### config.mk
export PLATFORM = sky130hd
export DESIGN_NAME = rggen_external_ram_slave
export DESIGN_NICKNAME = d
export VERILOG_FILES = /design/src/rtl/rggen_rtl_pkg.sv /design/src/rtl/rggen_external_ram_array.sv /design/src/rtl/rggen_external_ram_slave.sv
export SDC_FILE = /design/constraint.sdc
export NUM_CORES = 2
export LEC_CHECK = 0
export BUFFER_PORTS_ARGS = -buffer_cell sky130_fd_sc_hd__buf_2
export CORE_ASPECT_RATIO = 1.75
export CORE_UTILIZATION = 50
export DETAILED_ROUTE_END_ITERATION = 10
export PLACE_DENSITY = 0.68
export SYNTH_ARGS = -nofsm -noshare
export SYNTH_HDL_FRONTEND = slang
export SYNTH_HIERARCHICAL = 1
export SYNTH_SLANG_ARGS = --single-unit
### constraint.sdc
create_clock -name clk -period 6.7 [get_ports clk]
set_input_delay 0.335 -clock clk [delete_from_list [all_inputs] [get_ports clk]]
set_output_delay 0.335 -clock clk [all_outputs]
set_load 0.02 [all_outputs]
### src/rtl/rggen_rtl_pkg.sv
// Shared definitions for rggen bus responders.
// Status codes returned on the external register bus.
package rggen_rtl_pkg;

  typedef enum logic [1:0] {
    RGGEN_OKAY         = 2'b00,
    RGGEN_EXOKAY       = 2'b01,
    RGGEN_SLAVE_ERROR  = 2'b10,
    RGGEN_DECODE_ERROR = 2'b11
  } rggen_status;

endpackage

### src/rtl/rggen_external_ram_array.sv
// Flop-based word array with a byte-enable write port and a combinational read port.
// Indices at or beyond WORDS read as zero and never write.
module rggen_external_ram_array #(
  parameter int unsigned DATA_WIDTH = 32,
  parameter int unsigned WORDS = 32,
  parameter int unsigned INDEX_WIDTH = 5,
  parameter logic [DATA_WIDTH-1:0] INITIAL_VALUE = '0
) (
  input  logic                    clk_i,
  input  logic                    rst_ni,
  input  logic                    we_i,
  input  logic [INDEX_WIDTH-1:0]  write_index_i,
  input  logic [DATA_WIDTH/8-1:0] strobe_i,
  input  logic [DATA_WIDTH-1:0]   write_data_i,
  input  logic [INDEX_WIDTH-1:0]  read_index_i,
  output logic [DATA_WIDTH-1:0]   read_data_o
);

  localparam int unsigned Bytes = DATA_WIDTH / 8;
  localparam int unsigned Aw = (WORDS > 1) ? $clog2(WORDS) : 1;

  logic [DATA_WIDTH-1:0] mem_q [WORDS];
  logic                  write_in_range;
  logic                  read_in_range;

  assign write_in_range = 32'(write_index_i) < WORDS;
  assign read_in_range  = 32'(read_index_i) < WORDS;
  assign read_data_o    = read_in_range ? mem_q[read_index_i[Aw-1:0]] : '0;

  always_ff @(posedge clk_i) begin
    if (!rst_ni) begin
      for (int i = 0; i < int'(WORDS); i++) begin
        mem_q[i] <= INITIAL_VALUE;
      end
    end else if (we_i && write_in_range) begin
      for (int b = 0; b < int'(Bytes); b++) begin
        if (strobe_i[b]) begin
          mem_q[write_index_i[Aw-1:0]][8*b +: 8] <= write_data_i[8*b +: 8];
        end
      end
    end
  end

endmodule

### src/rtl/rggen_external_ram_slave.sv
// Word-addressed RAM responder for the external register bus with a fixed wait-state count.
// Each command gets a one-cycle registered response; an OKAY write commits in the response cycle.
module rggen_external_ram_slave
  import rggen_rtl_pkg::*;
#(
  parameter int unsigned DATA_WIDTH = 32,
  parameter int unsigned ADDRESS_WIDTH = 7,
  parameter int unsigned WORDS = 32,
  parameter int unsigned WAIT_CYCLES = 2,
  parameter logic [DATA_WIDTH-1:0] INITIAL_VALUE = '0
) (
  input  logic                     clk,
  input  logic                     rst_n,
  input  logic                     i_valid,
  input  logic                     i_write,
  input  logic                     i_read,
  input  logic [ADDRESS_WIDTH-1:0] i_address,
  input  logic [DATA_WIDTH/8-1:0]  i_strobe,
  input  logic [DATA_WIDTH-1:0]    i_write_data,
  output logic                     o_ready,
  output rggen_status              o_status,
  output logic [DATA_WIDTH-1:0]    o_read_data
);

  localparam int unsigned Bytes = DATA_WIDTH / 8;
  localparam int unsigned Lsb = $clog2(Bytes);
  localparam int unsigned Iw = ADDRESS_WIDTH - Lsb;

  typedef enum logic [1:0] {StIdle, StWait, StRespond} state_e;

  state_e                state_q;
  logic [3:0]            count_q;
  logic [Iw-1:0]         index_q;
  logic                  write_q;
  logic                  read_q;
  logic [Bytes-1:0]      strobe_q;
  logic [DATA_WIDTH-1:0] wdata_q;
  logic                  ready_q;
  rggen_status           status_q;
  logic [DATA_WIDTH-1:0] rdata_q;

  logic [Iw-1:0]         idx_src;
  logic                  wr_src;
  logic                  rd_src;
  logic                  cmd_ok;
  logic                  enter_respond;
  logic                  array_we;
  logic [DATA_WIDTH-1:0] array_rdata;

  // With zero wait states RESPOND is entered on the capture edge, so decode the live command.
  always_comb begin
    idx_src = index_q;
    wr_src  = write_q;
    rd_src  = read_q;
    if (state_q == StIdle) begin
      idx_src = i_address[ADDRESS_WIDTH-1:Lsb];
      wr_src  = i_write;
      rd_src  = i_read;
    end
  end

  assign cmd_ok        = (32'(idx_src) < WORDS) && (wr_src ^ rd_src);
  assign enter_respond = i_valid &&
                         (((state_q == StIdle) && (WAIT_CYCLES == 0)) ||
                          ((state_q == StWait) && (count_q == 4'd1)));
  assign array_we      = (state_q == StRespond) && (status_q == RGGEN_OKAY) && write_q;

  always_ff @(posedge clk) begin
    if (!rst_n) begin
      state_q  <= StIdle;
      count_q  <= '0;
      index_q  <= '0;
      write_q  <= 1'b0;
      read_q   <= 1'b0;
      strobe_q <= '0;
      wdata_q  <= '0;
      ready_q  <= 1'b0;
      status_q <= RGGEN_OKAY;
      rdata_q  <= '0;
    end else begin
      ready_q  <= 1'b0;
      status_q <= RGGEN_OKAY;
      rdata_q  <= '0;
      unique case (state_q)
        StIdle: begin
          if (i_valid) begin
            index_q  <= i_address[ADDRESS_WIDTH-1:Lsb];
            write_q  <= i_write;
            read_q   <= i_read;
            strobe_q <= i_strobe;
            wdata_q  <= i_write_data;
            count_q  <= 4'(WAIT_CYCLES);
            state_q  <= (WAIT_CYCLES == 0) ? StRespond : StWait;
          end
        end
        StWait: begin
          if (!i_valid) begin
            state_q <= StIdle;
          end else begin
            count_q <= count_q - 4'd1;
            if (count_q == 4'd1) begin
              state_q <= StRespond;
            end
          end
        end
        StRespond: state_q <= StIdle;
        default:   state_q <= StIdle;
      endcase
      if (enter_respond) begin
        ready_q  <= 1'b1;
        status_q <= cmd_ok ? RGGEN_OKAY : RGGEN_SLAVE_ERROR;
        rdata_q  <= (cmd_ok && rd_src) ? array_rdata : '0;
      end
    end
  end

  rggen_external_ram_array #(
    .DATA_WIDTH    (DATA_WIDTH),
    .WORDS         (WORDS),
    .INDEX_WIDTH   (Iw),
    .INITIAL_VALUE (INITIAL_VALUE)
  ) u_array (
    .clk_i         (clk),
    .rst_ni        (rst_n),
    .we_i          (array_we),
    .write_index_i (index_q),
    .strobe_i      (strobe_q),
    .write_data_i  (wdata_q),
    .read_index_i  (idx_src),
    .read_data_o   (array_rdata)
  );

  assign o_ready     = ready_q;
  assign o_status    = status_q;
  assign o_read_data = rdata_q;

endmodule

==> metrics.txt <==
Finished Layout Cells 5368; CP Launch Type flop; multi-input logic area 17100 um^2; DRC 0; Main synth FF type edfxtp_1; number of clock sinks 1107; Die X 243 um; drt total wl 124 mm; Max FO, Critical Path 56; Setup Viol. Count Final 0; # IOs 83; post-route minimum period 4.04 ns; Detailed Route Iter0 Violations 2081; Lkg Pwr 0.0210 uW; Hold Path Sink count_q[0]$_SDFFE_PN0P_; Starting Density 50.4%; drt first pass iters 6; core region area 101000 um^2; Slew headroom 11.4%; VDD IR max 0.000249 V; Slowest-stage cell, CP nor2_4; Power Dens Cells 263 nW/um^2; finished layout cell area 55900 um^2; CTS Root Cell clkbuf_16; post-synthesis sequential area ratio 63.8%; die area 103000 um^2; Inst Count DP 5146; final worst slack 2.66 ns; Core Rows 154; Synth cell types 40; total grt overflow 0; Worst Reg-to-Reg Cells 9; Final Hold Fails 0; CP required 7.28 ns; H-tree Lvls 3; clk slew on worst S/H paths 0.07 ns; first-pass GRT wire length 183 mm; TritonCTS buffer count 95; Worst-Margin Slew 1.32 ns; Layout Utilization 55.5%; overall routing resource usage 24.1%; RSZ-0062 raised after global routing false; kind of critical path flop to flop; max-slew violation count 0; TritonCTS clock tree done; synthesis-to-finish area growth 10.0%; Post-Synthesis Cells 3957; Port-buffer cells 79; register area 32400 um^2; pin count of the biggest net entering global routing 129; final net count 4011; Syn Area/Cell 12.8 um^2; routability congestion estimate 0.825; wire per inst 23.1 um; async set-or-reset flop fraction in the synthesized netlist 0%; initial antenna violation count 5; setup_tns 0 ns; Max Cap Violations 0; Final period util 60.3%; DP Area 52200 um^2; HP Start i_valid; Skew-Pair Late Insertion Delay 0.70 ns; R2R Setup Slk 2.66 ns; Synth warnings 6; status finished clean; synthesized net count 4008; Yosys top cell area share 60.5%; share of cells above drive strength 1 8.32%; hold path depth 4; worst clock skew 0.0198 ns; via/cell ratio 5.58; area leader, netlist edfxtp_1; vias in the first global route 29841; clk buf depth 3; synth top area cells edfxtp_1 (61%), and2_1 (13%), mux2i_1 (10%), dfxtp_1 (3.3%), nand2_1 (1.6%); Mapped Area 50800 um^2; Cell Chain, Critical Path nor2_2 -> mux2_2 -> nor2_4 -> buf_4 -> a22o_1 -> nor3_1 -> a31oi_1 -> nand3_1 -> and2_1; chip height 424 um; DR vias 29946; FILL cells 8126; ANT nets after route 0; DP HPWL 79.8 mm; FF-to-FF End o_read_data[20]$_SDFF_PN0_; synthesized flop and latch total 1107; CP endpoint kind flop; slowest stage delay, CP 0.75 ns; worst flop-to-flop path startpoint state_q[0]$_SDFFE_PN0P_; EDFF count, synth 1024; Achievable Freq 247 MHz; Post-CTS Resized 0; worst hold path type primary input to flop; CP arrival 4.62 ns; pre-CTS setup slack 2.68 ns
repair_timing:
action                                 4_1_cts  5_1_grt
hold buffers                                43        0
setup buffers                                0        0
endpoints found under the hold margin       43        0
worst max-delay path by stage:
stage                     depth (start not counted)               startpoint                                  end
final                                             9  state_q[0]$_SDFFE_PN0P_           o_read_data[20]$_SDFF_PN0_
after global routing                              9  state_q[0]$_SDFFE_PN0P_           o_read_data[17]$_SDFF_PN0_
after CTS                                         9  state_q[0]$_SDFFE_PN0P_           o_read_data[17]$_SDFF_PN0_
after detailed placement                          9  state_q[0]$_SDFFE_PN0P_           o_read_data[17]$_SDFF_PN0_
after global placement                            9  state_q[0]$_SDFFE_PN0P_           o_read_data[17]$_SDFF_PN0_
after floorplan                                   5  state_q[1]$_SDFFE_PN0P_  u_array/mem_q[25][24]$_SDFFCE_PN0P_
power by group:
| part | internal (uW) | switching, uW | total, uW |
|---|---|---|---|
| clock | 3230 | 2490 | 5720 |
| combinational | 387 | 803 | 1190 |
| sequential | 7740 | 71.0 | 7810 |
| total | 11400 | 3370 | 14700 |
state kept, by name, indices dropped and copies added (netlist names):
signal	flops
state_q	2
u_array/mem_q	1024
wdata_q	32
index_q	5
o_ready	1
write_q	1
strobe_q	4
count_q	4
o_status	1
read_q	1
o_read_data	32
synth_stat cells, types with 2 or more instances:
| cell type | instances |
|---|---|
| a21boi_0 | 5 |
| a21boi_1 | 40 |
| a21oi_1 | 97 |
| a22o_1 | 64 |
| a22oi_1 | 96 |
| a31oi_1 | 32 |
| and2_1 | 1043 |
| and2_2 | 16 |
| and3_1 | 3 |
| and3b_2 | 2 |
| buf_1 | 13 |
| buf_2 | 35 |
| buf_4 | 36 |
| buf_6 | 10 |
| clkbuf_1 | 189 |
| dfxtp_1 | 83 |
| edfxtp_1 | 1024 |
| ha_1 | 3 |
| inv_1 | 2 |
| mux2_2 | 6 |
| mux2i_1 | 513 |
| nand2_1 | 221 |
| nand2b_1 | 3 |
| nand3_1 | 103 |
| nor2_1 | 132 |
| nor2b_1 | 7 |
| nor3_1 | 35 |
| nor3b_1 | 3 |
| o21ai_0 | 130 |
cell type report:
cell class,instances,share of cell area (%)
Sequential cell,1107,58.0
Multi-Input combinational cell,2564,30.7
Clock buffer,125,4.67
Tap cell,1326,2.97
Timing Repair Buffer,190,2.56
Clock inverter,52,1.14
Inverter,2,0.0134
Antenna cell,2,0.00895
critical path: cells and delay by family, from the launching register on:
kind	cells	cell delay, ns
and+or+nand+nor	5	1.60
buffers and inverters	1	0.69
AOI/OAI and AO/OA	2	0.68
muxes	1	0.47
DFF	1	0.42
metal layers:
layer  wire length (um)  global-route usage [%]  vias to the layer above
li1                   -                       -                    14124
met5                  0                       0                        -
met4               5780                    11.6                        0
met3               6040                    2.70                      232
met2              65200                    43.5                      810
met1              47000                    28.3                    14780
placed cells by master (no fill, tap or decap), types with 3 or more instances in the layout:
master / instances
clkinv_8: 4
and2_2: 16
dfxtp_1: 83
clkbuf_16: 96
a21oi_1: 97
edfxtp_1: 1024
nand2_1: 221
clkinv_2: 13
nor3_1: 35
nand3_2: 4
inv_6: 3
clkbuf_8: 10
nand3_1: 99
a31oi_1: 32
and2_1: 1042
clkinvlp_4: 10
a21boi_1: 40
buf_4: 61
o21ai_0: 130
clkinv_1: 8
mux2i_1: 513
nor2_1: 131
buf_2: 78
nor2b_1: 5
and3_1: 3
a21boi_0: 5
dlygate4sd3_1: 43
a22o_1: 64
mux2_2: 5
nor3b_1: 3
a22oi_1: 96
clkbuf_1: 19
bufinv_16: 12
buf_12: 7
ha_1: 3
cell families (layout without fill, tap and decap cells):
kind of cell               Yosys count  in the layout  synth area share [%]
and+or+nand+nor                   1576           1576                  17.4
DFF                               1107           1107                  63.8
muxes                              519            519                  10.2
AOI/OAI and AO/OA                  465            465                  5.83
buffers and inverters              286            369                  2.62
adders and majority gates            3              3                0.0739
other                                1              3               0.00738
stage by stage:
stage	hold WS [ns]	total power [uW]
after floorplan	0.433	8720
after global placement	0.442	9110
after detailed placement	0.446	9130
after CTS	0.0414	14800
after global routing	0.136	15200
final	0.0848	14700
Note: power is estimated with default switching activity, not from simulation.
